**config.mk**
```make
export PLATFORM = sky130hd
export DESIGN_NAME = vga_wb_regs
export DESIGN_NICKNAME = d
export VERILOG_FILES = /design/src/rtl/vga_pkg.sv /design/src/rtl/vga_shadow_reg.sv /design/src/rtl/vga_wb_regs.sv
export SDC_FILE = /design/constraint.sdc
export NUM_CORES = 1
export LEC_CHECK = 0
export BUFFER_PORTS_ARGS = -buffer_cell sky130_fd_sc_hd__buf_2
export CORE_MARGIN = 3
export CORE_UTILIZATION = 55
export CTS_CLUSTER_DIAMETER = 60
export DETAILED_ROUTE_END_ITERATION = 8
export GPL_TIMING_DRIVEN = 0
export PLACE_DENSITY = 0.83
export SETUP_SLACK_MARGIN = 0.5
export SYNTH_ARGS = -nofsm -noshare
export SYNTH_HDL_FRONTEND = slang
export SYNTH_HIERARCHICAL = 1
export SYNTH_SLANG_ARGS = --single-unit
```
**constraint.sdc**
```tcl
create_clock -name wb_clk_i -period 5.4 [get_ports wb_clk_i]
set_input_delay 1.08 -clock wb_clk_i [delete_from_list [all_inputs] [get_ports wb_clk_i]]
set_output_delay 1.08 -clock wb_clk_i [all_outputs]
set_load 0.005 [all_outputs]
```
**src/rtl/vga_pkg.sv**
```systemverilog
// Shared constants for the VGA Wishbone register block: register map, bit indices,
// default field widths and the bus FSM encoding.
package vga_pkg;

    typedef logic [31:0] wb_word_t;

    localparam int unsigned COLOR_W_DEF = 12;
    localparam int unsigned POS_W_DEF   = 10;

    // Byte offsets within the 256-byte decode window.
    localparam logic [7:0] REG_CTRL    = 8'h00;
    localparam logic [7:0] REG_BG      = 8'h04;
    localparam logic [7:0] REG_SPR_POS = 8'h08;
    localparam logic [7:0] REG_SPR_COL = 8'h0C;
    localparam logic [7:0] REG_STATUS  = 8'h10;
    localparam logic [7:0] REG_FCNT    = 8'h14;

    localparam int unsigned CTRL_W      = 2;
    localparam int unsigned CTRL_ENABLE = 0;
    localparam int unsigned CTRL_IRQ_EN = 1;

    localparam int unsigned STATUS_IRQ    = 0;
    localparam int unsigned STATUS_COMMIT = 1;

    localparam logic [0:0] BUS_IDLE = 1'b0;
    localparam logic [0:0] BUS_ACK  = 1'b1;

    function automatic wb_word_t byte_lanes(input logic [3:0] sel);
        wb_word_t mask;
        for (int i = 0; i < 4; i++) begin
            mask[8*i +: 8] = {8{sel[i]}};
        end
        return mask;
    endfunction

endpackage

```
**src/rtl/vga_shadow_reg.sv**
```systemverilog
// One shadowed configuration field: bus writes land in the staging copy, and the active
// copy only follows it when commit is pulsed at a frame boundary.
module vga_shadow_reg #(
    parameter int unsigned W = 8
) (
    input  logic         clk,
    input  logic         rst_n,
    input  logic         we,
    input  logic [W-1:0] wmask,
    input  logic [W-1:0] wdata,
    input  logic         commit,
    output logic [W-1:0] stage,
    output logic [W-1:0] active
);

    logic [W-1:0] stage_q, stage_d;
    logic [W-1:0] active_q, active_d;

    // Commit copies the pre-edge staging value, so a colliding write waits a frame.
    always_comb begin
        stage_d = stage_q;
        if (we) begin
            stage_d = (stage_q & ~wmask) | (wdata & wmask);
        end
        active_d = commit ? stage_q : active_q;
    end

    always_ff @(posedge clk) begin
        if (!rst_n) begin
            stage_q  <= '0;
            active_q <= '0;
        end else begin
            stage_q  <= stage_d;
            active_q <= active_d;
        end
    end

    assign stage  = stage_q;
    assign active = active_q;

endmodule

```
**src/rtl/vga_wb_regs.sv**
```systemverilog
// Wishbone classic slave holding the VGA display configuration, the vblank IRQ and the
// frame counter. Configuration writes are staged and committed at frame start.
module vga_wb_regs
    import vga_pkg::*;
#(
    parameter logic [31:0] BASE_ADDR = 32'h3000_0000,
    parameter int unsigned COLOR_W   = COLOR_W_DEF,
    parameter int unsigned POS_W     = POS_W_DEF
) (
    input  logic               wb_clk_i,
    input  logic               wb_rst_n,
    input  logic               wbs_cyc_i,
    input  logic               wbs_stb_i,
    input  logic               wbs_we_i,
    input  logic [3:0]         wbs_sel_i,
    input  logic [31:0]        wbs_adr_i,
    input  logic [31:0]        wbs_dat_i,
    output logic               wbs_ack_o,
    output logic [31:0]        wbs_dat_o,
    input  logic               frame_start_i,
    output logic               enable_o,
    output logic [COLOR_W-1:0] bg_color_o,
    output logic [POS_W-1:0]   spr_x_o,
    output logic [POS_W-1:0]   spr_y_o,
    output logic [COLOR_W-1:0] spr_color_o,
    output logic               irq_o
);

    logic [0:0]   bus_state_q, bus_state_d;
    logic         hit, req, wr, rd;
    logic [7:0]   offset;
    wb_word_t     lanes, rdata;
    wb_word_t     dat_q, dat_d;

    logic         wr_ctrl, wr_bg, wr_pos, wr_col, wr_status, stage_wr;
    logic         commit, irq_set, irq_clr;
    logic         irq_pending_q, irq_pending_d;
    logic         commit_pending_q, commit_pending_d;
    logic [15:0]  frame_cnt_q, frame_cnt_d;

    logic [CTRL_W-1:0]  ctrl_stage, ctrl_active;
    logic [COLOR_W-1:0] bg_stage, bg_active;
    logic [COLOR_W-1:0] col_stage, col_active;
    logic [POS_W-1:0]   x_stage, x_active;
    logic [POS_W-1:0]   y_stage, y_active;
    logic               unused_bits;

    // Bus decode; the FSM being in ACK blocks a second request in the same access.
    assign hit    = (wbs_adr_i[31:8] == BASE_ADDR[31:8]);
    assign req    = wbs_cyc_i & wbs_stb_i & hit & (bus_state_q == BUS_IDLE);
    assign wr     = req & wbs_we_i;
    assign rd     = req & ~wbs_we_i;
    assign offset = {wbs_adr_i[7:2], 2'b00};
    assign lanes  = byte_lanes(wbs_sel_i);

    assign wr_ctrl   = wr & (offset == REG_CTRL);
    assign wr_bg     = wr & (offset == REG_BG);
    assign wr_pos    = wr & (offset == REG_SPR_POS);
    assign wr_col    = wr & (offset == REG_SPR_COL);
    assign wr_status = wr & (offset == REG_STATUS);
    assign stage_wr  = wr_ctrl | wr_bg | wr_pos | wr_col;

    assign commit  = frame_start_i & commit_pending_q;
    assign irq_set = frame_start_i & ctrl_active[CTRL_IRQ_EN];
    assign irq_clr = wr_status & wbs_sel_i[0] & wbs_dat_i[STATUS_IRQ];

    vga_shadow_reg #(.W(CTRL_W)) u_ctrl (
        .clk    (wb_clk_i),
        .rst_n  (wb_rst_n),
        .we     (wr_ctrl),
        .wmask  (lanes[CTRL_W-1:0]),
        .wdata  (wbs_dat_i[CTRL_W-1:0]),
        .commit (commit),
        .stage  (ctrl_stage),
        .active (ctrl_active)
    );

    vga_shadow_reg #(.W(COLOR_W)) u_bg (
        .clk    (wb_clk_i),
        .rst_n  (wb_rst_n),
        .we     (wr_bg),
        .wmask  (lanes[COLOR_W-1:0]),
        .wdata  (wbs_dat_i[COLOR_W-1:0]),
        .commit (commit),
        .stage  (bg_stage),
        .active (bg_active)
    );

    vga_shadow_reg #(.W(POS_W)) u_spr_x (
        .clk    (wb_clk_i),
        .rst_n  (wb_rst_n),
        .we     (wr_pos),
        .wmask  (lanes[POS_W-1:0]),
        .wdata  (wbs_dat_i[POS_W-1:0]),
        .commit (commit),
        .stage  (x_stage),
        .active (x_active)
    );

    vga_shadow_reg #(.W(POS_W)) u_spr_y (
        .clk    (wb_clk_i),
        .rst_n  (wb_rst_n),
        .we     (wr_pos),
        .wmask  (lanes[16 +: POS_W]),
        .wdata  (wbs_dat_i[16 +: POS_W]),
        .commit (commit),
        .stage  (y_stage),
        .active (y_active)
    );

    vga_shadow_reg #(.W(COLOR_W)) u_spr_col (
        .clk    (wb_clk_i),
        .rst_n  (wb_rst_n),
        .we     (wr_col),
        .wmask  (lanes[COLOR_W-1:0]),
        .wdata  (wbs_dat_i[COLOR_W-1:0]),
        .commit (commit),
        .stage  (col_stage),
        .active (col_active)
    );

    // Shadowed registers read back their staging value.
    always_comb begin
        rdata = '0;
        unique case (offset)
            REG_CTRL:    rdata[CTRL_W-1:0]  = ctrl_stage;
            REG_BG:      rdata[COLOR_W-1:0] = bg_stage;
            REG_SPR_POS: begin
                rdata[POS_W-1:0]   = x_stage;
                rdata[16 +: POS_W] = y_stage;
            end
            REG_SPR_COL: rdata[COLOR_W-1:0] = col_stage;
            REG_STATUS: begin
                rdata[STATUS_IRQ]    = irq_pending_q;
                rdata[STATUS_COMMIT] = commit_pending_q;
            end
            REG_FCNT:    rdata[15:0] = frame_cnt_q;
            default:     rdata = '0;
        endcase
    end

    always_comb begin
        bus_state_d   = req ? BUS_ACK : BUS_IDLE;
        dat_d         = rd ? rdata : '0;
        // A same-cycle frame-start set beats a W1C.
        irq_pending_d = irq_set | (irq_pending_q & ~irq_clr);
        commit_pending_d = commit_pending_q;
        if (stage_wr) begin
            commit_pending_d = 1'b1;
        end else if (commit) begin
            commit_pending_d = 1'b0;
        end
        frame_cnt_d = frame_start_i ? frame_cnt_q + 16'd1 : frame_cnt_q;
    end

    always_ff @(posedge wb_clk_i) begin
        if (!wb_rst_n) begin
            bus_state_q      <= BUS_IDLE;
            dat_q            <= '0;
            irq_pending_q    <= 1'b0;
            commit_pending_q <= 1'b0;
            frame_cnt_q      <= '0;
        end else begin
            bus_state_q      <= bus_state_d;
            dat_q            <= dat_d;
            irq_pending_q    <= irq_pending_d;
            commit_pending_q <= commit_pending_d;
            frame_cnt_q      <= frame_cnt_d;
        end
    end

    assign wbs_ack_o   = (bus_state_q == BUS_ACK);
    assign wbs_dat_o   = dat_q;
    assign enable_o    = ctrl_active[CTRL_ENABLE];
    assign bg_color_o  = bg_active;
    assign spr_x_o     = x_active;
    assign spr_y_o     = y_active;
    assign spr_color_o = col_active;
    assign irq_o       = irq_pending_q & ctrl_active[CTRL_IRQ_EN];

    assign unused_bits = ^{wbs_adr_i, wbs_dat_i, lanes};

endmodule

```
# Word-level counts from Yosys, hierarchy flattened
# Cells that the tools add are included.
# totals
ff_bits	143
inputBits	74
out_inout_bits	79
word_cells	77
# op_classes
addsub	1
eq_ne	6
n_mux	6
bitwise_logic	41
n_reduce_logical	5
# ops
op	count
10-bit bitwise AND	4
12-bit bitwise AND	3
8-bit case mux with 4 select lines	1
24-bit by 22-bit == test with 1-bit output, second input constant	1
12-bit OR	2
10-bit NOT	2
10-bit OR	2
16-bit by 1-bit adder with 16-bit output, second input constant	1
1-bit bitwise AND	16
6-bit by 2-bit == test with 1-bit output, second input constant	2
6-bit by 3-bit == test with 1-bit output, second input constant	2
12-bit NOT	1
2-bit case mux with 6 select lines	1
8-bit logical NOT	1
6-bit by 1-bit == test with 1-bit output, second input constant	1
2-bit case mux with 3 select lines	1
3-bit AND reduction	2
2-bit bitwise AND	2
1-bit OR	4
1-bit 2-to-1 mux	3
1-bit NOT	3
2-bit NOT	1
2-bit OR	1
2-bit AND reduction	1
2-bit nonzero test	1

# Logic depth before layout (Yosys ltp)
# Gate-level depths: netlist of run 1.
# depth
ltp_word	10
ltp_mapped	8

# By module
# Netlist of run 1, hierarchy kept.
# by_module_without_submodules
module	n_inst	cells_per_inst	area_each_um2
vga_wb_regs	1	231	2107.0
vga_shadow_reg (u_bg ...)	2	102	970.9
vga_shadow_reg (u_spr_x ...)	2	85	813.3
vga_shadow_reg (u_ctrl)	1	16	155.1

# Worst setup path before layout of run 1
# No wires, ideal clock.
# synth_path
path_type	input to register
start	in wbs_adr_i[8]
end	reg with a tool-made name
arrival_time_ns	2.825
required_time_ns	5.282
slack_ns	2.457
stages	8
cell_sequence	nor4_1 nand4_1 or4_1 buf_2 nor3_1 buf_2 nand2_1 mux2i_1
# synth_lines
item	line_no	rtl
from (decl)	vga_wb_regs.sv:16	input logic [31:0] wbs_adr_i,

==> results.py, run 1 <==
metrics = {
    "route": {
        "vias_per_cell": 5.52,
        "drc": 0,
        "antenna_left": 0,
        "avgRoutedWirePerCell_um": 17.2,
        "drt-initial-drc-count": 374,
        "vias": 5097,
        "drt_wl_total_um": 15800,
        "drt_pre_antenna_iters": 5,
    },
    "global_route": {
        "grt_pass1_wl_um": 24400,
        "antenna_found_initial": 0,
        "grt.total_usage_pct": 26.6,
        "grt-ovfl-total": 0,
        "grt_pass1_vias": 4940,
        "use_met1_pct": 31.8,
        "grt_use_met3_pct": 5.15,
        "top_usage_layer": "met2",
        "grt_max_degree": 28,
        "gr-usage-met2_pct": 46.4,
    },
    "synthesis": {
        "yosys-top-cells-area": "dfxtp_1 (47%), mux2i_1 (17%), nand2_1 (10%)",
        "ys_ff_latch": 137,
        "synth_top_area_share_pct": 47.0,
        "synth_ff_type": "dfxtp_1",
        "yosysSeqAreaShare_pct": 47.0,
        "yosys-top-cells-count": "nand2_1 (157), dfxtp_1 (137), mux2i_1 (99)",
        "synth_simple_gate_area_share_pct": 23.9,
        "synth_compound_area_share_pct": 3.78,
        "yosysUniqueCellTypes": 44,
        "synth_top_family_by_area": "simple AND/OR/NAND/NOR gates",
        "avgSynthCellArea_sq_um": 9.39,
        "synth_area_leader_cell": "dfxtp_1",
        "async_reset_ff_share_pct": 0,
        "synthMuxAreaShare_pct": 18.9,
        "mappedNetlistArea_sq_um": 5830,
        "synth_xor_area_share_pct": 1.50,
        "yosysMostFrequentCell": "nand2_1",
        "synth_edf_count": 0,
        "ys_warn_count": 6,
        "synth_fa_ha_area_share_pct": 0.215,
        "syn_inst": 621,
    },
    "job": {
        "maxCapViolCount": 0,
    },
    "floorplan": {
        "die_y_um": 109,
        "dieArea_sq_um": 11900,
        "core_area_sq_um": 10000,
        "io_pins": 153,
        "fp-row-count": 36,
        "start_util_pct": 58.0,
        "fp.dieW_um": 109,
    },
    "cells_and_area": {
        "fill_cells": 715,
        "syn_to_final_growth_pct": 26.4,
        "diodes": 0,
        "fin_util_pct": 73.3,
        "drive_gt1_share_pct": 26.2,
        "nets": 852,
    },
    "timing": {
        "slew_headroom_pct": 47.5,
        "timing.final.crit_share_pct": 55.1,
        "finalHoldViolCount": 0,
        "slew_violations": 0,
        "worstMarginPinSlew_ns": 0.787,
        "clock_skew_ns": 0.00590,
        "tns_ns": 0,
        "max_clock_freq_ghz": 0.336,
        "rsz0062_at_grt": "false",
        "fin_crit_ns": 2.98,
        "final-setup-viol-count": 0,
    },
    "critical_path": {
        "critPathKind": "input port to register",
        "worst_setup_path_start_kind": "input port",
        "worstPathCellList": "buf_2 > nor4_1 > nand4_1 > or4_1 > buf_2 > nor3_1 > buf_2 > nand2_1 > mux2i_1",
        "path_common_cell": "buf_2",
        "critPathMaxFanout": 10,
        "slowest_delay_ns": 0.54,
        "r2r_cells": 8,
        "worstSetupEndpointType": "register",
        "cp.required_ns": 5.80,
        "timing.rr.start": "wbs_ack_o",
        "worstPathArrival_ns": 3.38,
        "cp_top_family": "simple AND/OR/NAND/NOR gates",
        "reg2reg_slack_ns": 2.87,
        "critPathBufInv": 3,
        "cp_slowest_cell": "or4_1",
    },
    "place": {
        "io_buffers": 132,
        "gp_congestion": 0.849,
        "hpwl_um": 11100,
    },
    "worst_hold_path": {
        "hold_depth": 2,
        "hold_path_class": "register to register",
    },
    "pwr": {
        "powerDensity_nw_per_um2": 333,
        "peakVddDrop_uv": 221,
        "leakagePower_nw": 3.30,
    },
    "clock_tree": {
        "path_clk_slew_ns": 0.06,
        "cts_root_buffer": "clkbuf_8",
        "clock_sinks": 137,
        "numCtsBuffers": 17,
        "hold_buffers": 0,
        "cts_setup_buffers": 0,
        "worstSkewPairLatency_ns": 0.52,
        "cts_max_level": 4,
        "cts_buffer_depth": 2,
        "cts_tree": "yes",
        "cts_resized": 0,
    },
    "run_status": {
        "outcome": "complete, no violations",
    },
}
-- layout make-up --
cell class                 instances  area (sq um)  share of cell area, %
timing repair buffer             132           661                   8.97
multi-input combinational        446          2840                   38.6
clock buffer                      21           449                   6.10
sequential                       137          2740                   37.2
buffer                            41           258                   3.50
clock inverter                    11           241                   3.28
inverter                           2          7.51                  0.102
tap                              133           166                   2.26
-- stage by stage --
| step | instance area [sq um] | hold WS (ns) | worst slack [ns] | total power (W) | cells |
|---|---|---|---|---|---|
| after floorplan | 5850 | 0.445 | 2.46 | 0.00109 | 626 |
| after global placement | 6680 | 0.458 | 2.09 | 0.00113 | 891 |
| after detailed placement | 6680 | 0.472 | 2.00 | 0.00113 | 891 |
| after CTS | 7370 | 0.480 | 2.47 | 0.00246 | 923 |
| after global routing | 7370 | 0.499 | 2.21 | 0.00252 | 923 |
| final | 7370 | 0.480 | 2.42 | 0.00245 | 923 |
-- power by group --
part / internal [W] / switching, W / total [W]
clock network: 0.000916 / 0.000425 / 0.00134
logic: 0.0000408 / 0.0000588 / 0.0000996
registers: 0.00101 / 0.00000176 / 0.00101
total: 0.00197 / 0.000485 / 0.00245
-- tightest hold or removal path: cells and delay by family (launching register included) --
family,cells,cell delay [ns]
simple gates,1,0.06
flops,1,0.32
mux,1,0.06
-- how the worst max path moves through the flow --
stage                     endpoint  slack (ns)  cells past startpoint     startpoint
final                     register        2.42                      9  wbs_adr_i[15]
after global routing      register        2.21                      9   wbs_adr_i[8]
after CTS                 register        2.47                      9  wbs_adr_i[15]
after detailed placement  register        2.00                      9  wbs_adr_i[15]
after global placement    register        2.09                      9  wbs_adr_i[15]
after floorplan           register        2.46                      8   wbs_adr_i[8]
-- routing by layer --
layer / part of all wire, % / vias to the layer above
li1: - / 2400
met1: 41 / 2424
met3: 6.2 / 42
met2: 50 / 231
met5: 0 / -
met4: 2.9 / 0
-- kinds of logic (layout without fill, tap and decap cells) --
group,after synthesis,after routing
AND/OR/NAND/NOR,285,285
flip-flops,137,137
multiplexers,109,109
buffers and inverters,43,207
AO/OA/AOI/OAI,35,35
XOR/XNOR,10,10
adder cells (fa/ha/maj),1,1
other,1,6
-- layout by cell type (no fill, tap or decap), drive strengths merged, types with 2 or more instances in the layout --
master / instances
or4: 3
buf: 162
nand2: 157
and3: 17
nor2b: 49
nand3: 5
o21a: 2
a22oi: 7
o22ai: 2
conb: 6
bufinv: 7
nand4: 6
nor3: 3
xnor2: 2
a21oi: 13
nor2: 18
and4: 3
mux2: 10
clkbuf: 32
o21ai: 5
and2: 2
nand3b: 2
or3: 5
nor4: 9
mux2i: 99
clkinv: 5
a32oi: 3
dfxtp: 137
xor2: 8
nand2b: 2
No activity file was read; power rests on OpenSTA's default activity.
==> run 2, diff against run 1 <==
--- a/config.mk
+++ b/config.mk
@@ -5,13 +5,14 @@
 export SDC_FILE = /design/constraint.sdc
 export NUM_CORES = 1
 export LEC_CHECK = 0
+export ABC_AREA = 1
 export BUFFER_PORTS_ARGS = -buffer_cell sky130_fd_sc_hd__buf_2
 export CORE_MARGIN = 3
-export CORE_UTILIZATION = 55
+export CORE_UTILIZATION = 48
 export CTS_CLUSTER_DIAMETER = 60
 export DETAILED_ROUTE_END_ITERATION = 8
 export GPL_TIMING_DRIVEN = 0
-export PLACE_DENSITY = 0.83
+export PLACE_DENSITY = 0.77
 export SETUP_SLACK_MARGIN = 0.5
 export SYNTH_ARGS = -nofsm -noshare
 export SYNTH_HDL_FRONTEND = slang
==> constraint.sdc (replaced) <==
create_clock -name wb_clk_i -period 2.53 [get_ports wb_clk_i]
set_input_delay 0.506 -clock wb_clk_i [delete_from_list [all_inputs] [get_ports wb_clk_i]]
set_output_delay 0.506 -clock wb_clk_i [all_outputs]
set_load 0.005 [all_outputs]
==> results.py, run 2 <==
metrics = {
    "synthesis": {
        "yosysSeqAreaShare_pct": 46.9,
        "synth_top_area_share_pct": 46.9,
        "yosys-top-cells-count": "nor2_1 (245), nand2_1 (204), dfxtp_1 (137)",
        "yosys-top-cells-area": "dfxtp_1 (47%), nor2_1 (16%), nand2_1 (13%)",
        "syn_inst": 854,
        "synth_area_leader_cell": "dfxtp_1",
        "synth_edf_count": 0,
        "ys_ff_latch": 137,
        "async_reset_ff_share_pct": 0,
        "yosysUniqueCellTypes": 36,
        "yosysMostFrequentCell": "nor2_1",
        "avgSynthCellArea_sq_um": 6.84,
        "ys_warn_count": 6,
        "mappedNetlistArea_sq_um": 5840,
        "synth_ff_type": "dfxtp_1",
    },
    "critical_path": {
        "path_common_cell": "nor2_1",
        "critPathMaxFanout": 10,
        "worst_setup_path_start_kind": "register",
        "r2r_cells": 9,
        "slowest_delay_ns": 0.34,
        "critPathKind": "register to register",
        "worstPathCellList": "nor2_1 > nand3_1 > nor2_4 > nand2_1 > nor4_2 > buf_6 > nand2_1 > nor2_1 > nor2_1",
        "worstSetupEndpointType": "register",
        "timing.rr.start": "wbs_ack_o",
        "reg2reg_slack_ns": 0.68,
        "cp_slowest_cell": "nor4_2",
        "cp.required_ns": 2.84,
        "worstPathArrival_ns": 2.17,
    },
    "timing": {
        "worstMarginPinSlew_ns": 0.783,
        "slew_violations": 0,
        "finalHoldViolCount": 0,
        "fin_crit_ns": 1.85,
        "timing.final.crit_share_pct": 73.2,
        "clock_skew_ns": 0.0101,
        "slew_headroom_pct": 47.5,
        "rsz0062_at_grt": "false",
        "max_clock_freq_ghz": 0.540,
        "final-setup-viol-count": 0,
        "worst_slack_ns": 0.678,
        "tns_ns": 0,
    },
    "clock_tree": {
        "cts_root_buffer": "clkbuf_16",
        "worstSkewPairLatency_ns": 0.42,
        "cts_max_level": 4,
        "cts_tree": "yes",
        "path_clk_slew_ns": 0.06,
        "clock_sinks": 137,
        "cts_resized": 0,
        "cts_buffer_depth": 2,
        "cts_setup_buffers": 0,
        "hold_buffers": 0,
        "numCtsBuffers": 17,
    },
    "global_route": {
        "grt.total_usage_pct": 22.7,
        "grt_pass1_wl_um": 23900,
        "grt_pass1_vias": 5147,
        "grt-ovfl-total": 0,
        "grt_max_degree": 28,
        "antenna_found_initial": 0,
    },
    "route": {
        "dr_wl_met2_um": 6970,
        "drt_wl_total_um": 15200,
        "wl_met3_um": 1150,
        "highest_layer": "met4",
        "drc": 0,
        "antenna_left": 0,
        "avgRoutedWirePerCell_um": 13.0,
        "drt_pre_antenna_iters": 5,
        "vias": 5623,
        "drt-met1-wl_um": 6810,
        "drt-initial-drc-count": 458,
        "vias_per_cell": 4.81,
    },
    "floorplan": {
        "fp-row-count": 39,
        "core_area_sq_um": 11700,
        "io_pins": 153,
        "start_util_pct": 50.1,
        "dieArea_sq_um": 13500,
        "die_y_um": 116,
        "fp.dieW_um": 116,
    },
    "pwr": {
        "leakagePower_nw": 3.81,
        "peakVddDrop_uv": 395,
        "power.total_w": 0.00476,
        "powerDensity_nw_per_um2": 652,
    },
    "worst_hold_path": {
        "hold_start": "wbs_dat_i[16]",
        "hold_depth": 3,
        "hold_path_class": "input port to register",
    },
    "cells_and_area": {
        "drive_gt1_share_pct": 21.1,
        "final_cell_mix": "nor2_1 (245), nand2_1 (204), buf_2 (137), dfxtp_1 (137), inv_1 (104)",
        "nets": 1087,
        "diodes": 0,
        "final_common_cell": "nor2_1",
        "syn_to_final_growth_pct": 25.1,
        "fill_cells": 1040,
    },
    "place": {
        "hpwl_um": 10800,
        "io_buffers": 134,
        "pre_cts_ws_ns": 0.143,
        "gp_congestion": 0.842,
    },
    "run_status": {
        "outcome": "complete, no violations",
    },
    "job": {
        "maxCapViolCount": 0,
    },
}
-- run 2: cell count changes after synthesis, moves of 9 or more --
cell      previous run  this run
nor2_1              18       245
nor2b_1             49         0
mux2_2              10         0
clkbuf_1            10         1
o21ai_0              5        51
nand2_1            157       204
inv_1                1       104
and3_1              17         2
mux2i_1             99         0
-- run 2: kinds of logic after synthesis --
family | after synthesis | share of synthesized area (%)
and+or+nand+nor | 487 | 33.5
buffers and inverters | 138 | 10.9
DFF | 137 | 46.9
AOI/OAI and AO/OA | 89 | 8.29
xor gates and xnor gates | 1 | 0.150
adders and majority gates | 1 | 0.214
other | 1 | 0.0642
-- run 2: per-stage QoR --
stage	hold slack, ns	cells	instance area [sq um]	utilization [%]
finish	0.309	1168	7310	62.6
global route	0.315	1168	7310	62.6
CTS	0.310	1168	7300	62.6
detailed placement	0.430	1136	6710	57.5
global placement	0.432	1136	6710	57.5
floorplan	0.422	859	5860	-
-- run 2: power breakdown --
group / internal (W) / switching, W
combinational: 0.0000610 / 0.0000935
clock: 0.00148 / 0.000961
sequential: 0.00216 / 0.00000383
total: 0.00370 / 0.00106
-- run 2: final cells by class --
| cell class | instances | area, sq um | area share, % |
|---|---|---|---|
| clock buffer | 19 | 443 | 6.06 |
| inverter | 110 | 413 | 5.65 |
| timing repair buffer | 134 | 671 | 9.18 |
| clock inverter | 13 | 146 | 2.00 |
| multi-input combinational | 584 | 2490 | 34.1 |
| sequential | 137 | 2740 | 37.5 |
| buffer | 28 | 221 | 3.03 |
| tap | 143 | 179 | 2.45 |
-- run 2: worst max-delay path by stage --
stage	to	slack, ns	start	depth (start not counted)
5_1_grt	register	0.51	wbs_adr_i[21]	12
3_5_place_dp	register	0.14	wbs_adr_i[27]	12
4_1_cts	register	0.51	wbs_adr_i[27]	12
6_report	register	0.68	wbs_ack_o	9
2_1_floorplan	register	0.66	wbs_adr_i[21]	11
3_3_place_gp	register	0.17	wbs_adr_i[27]	12
-- run 2: metal layers --
metal | global-route usage [%] | up-vias
li1 | - | 2898
met1 | 29.1 | 2504
met2 | 37.6 | 197
met3 | 5.44 | 24
met4 | 7.58 | 0
met5 | 0 | -
-- run 2: critical path, delay by kind of cell, from the launching register on --
kind / cells / cell delay, ns
simple gates: 8 / 1.21
buf+inv: 1 / 0.21
flops: 1 / 0.31
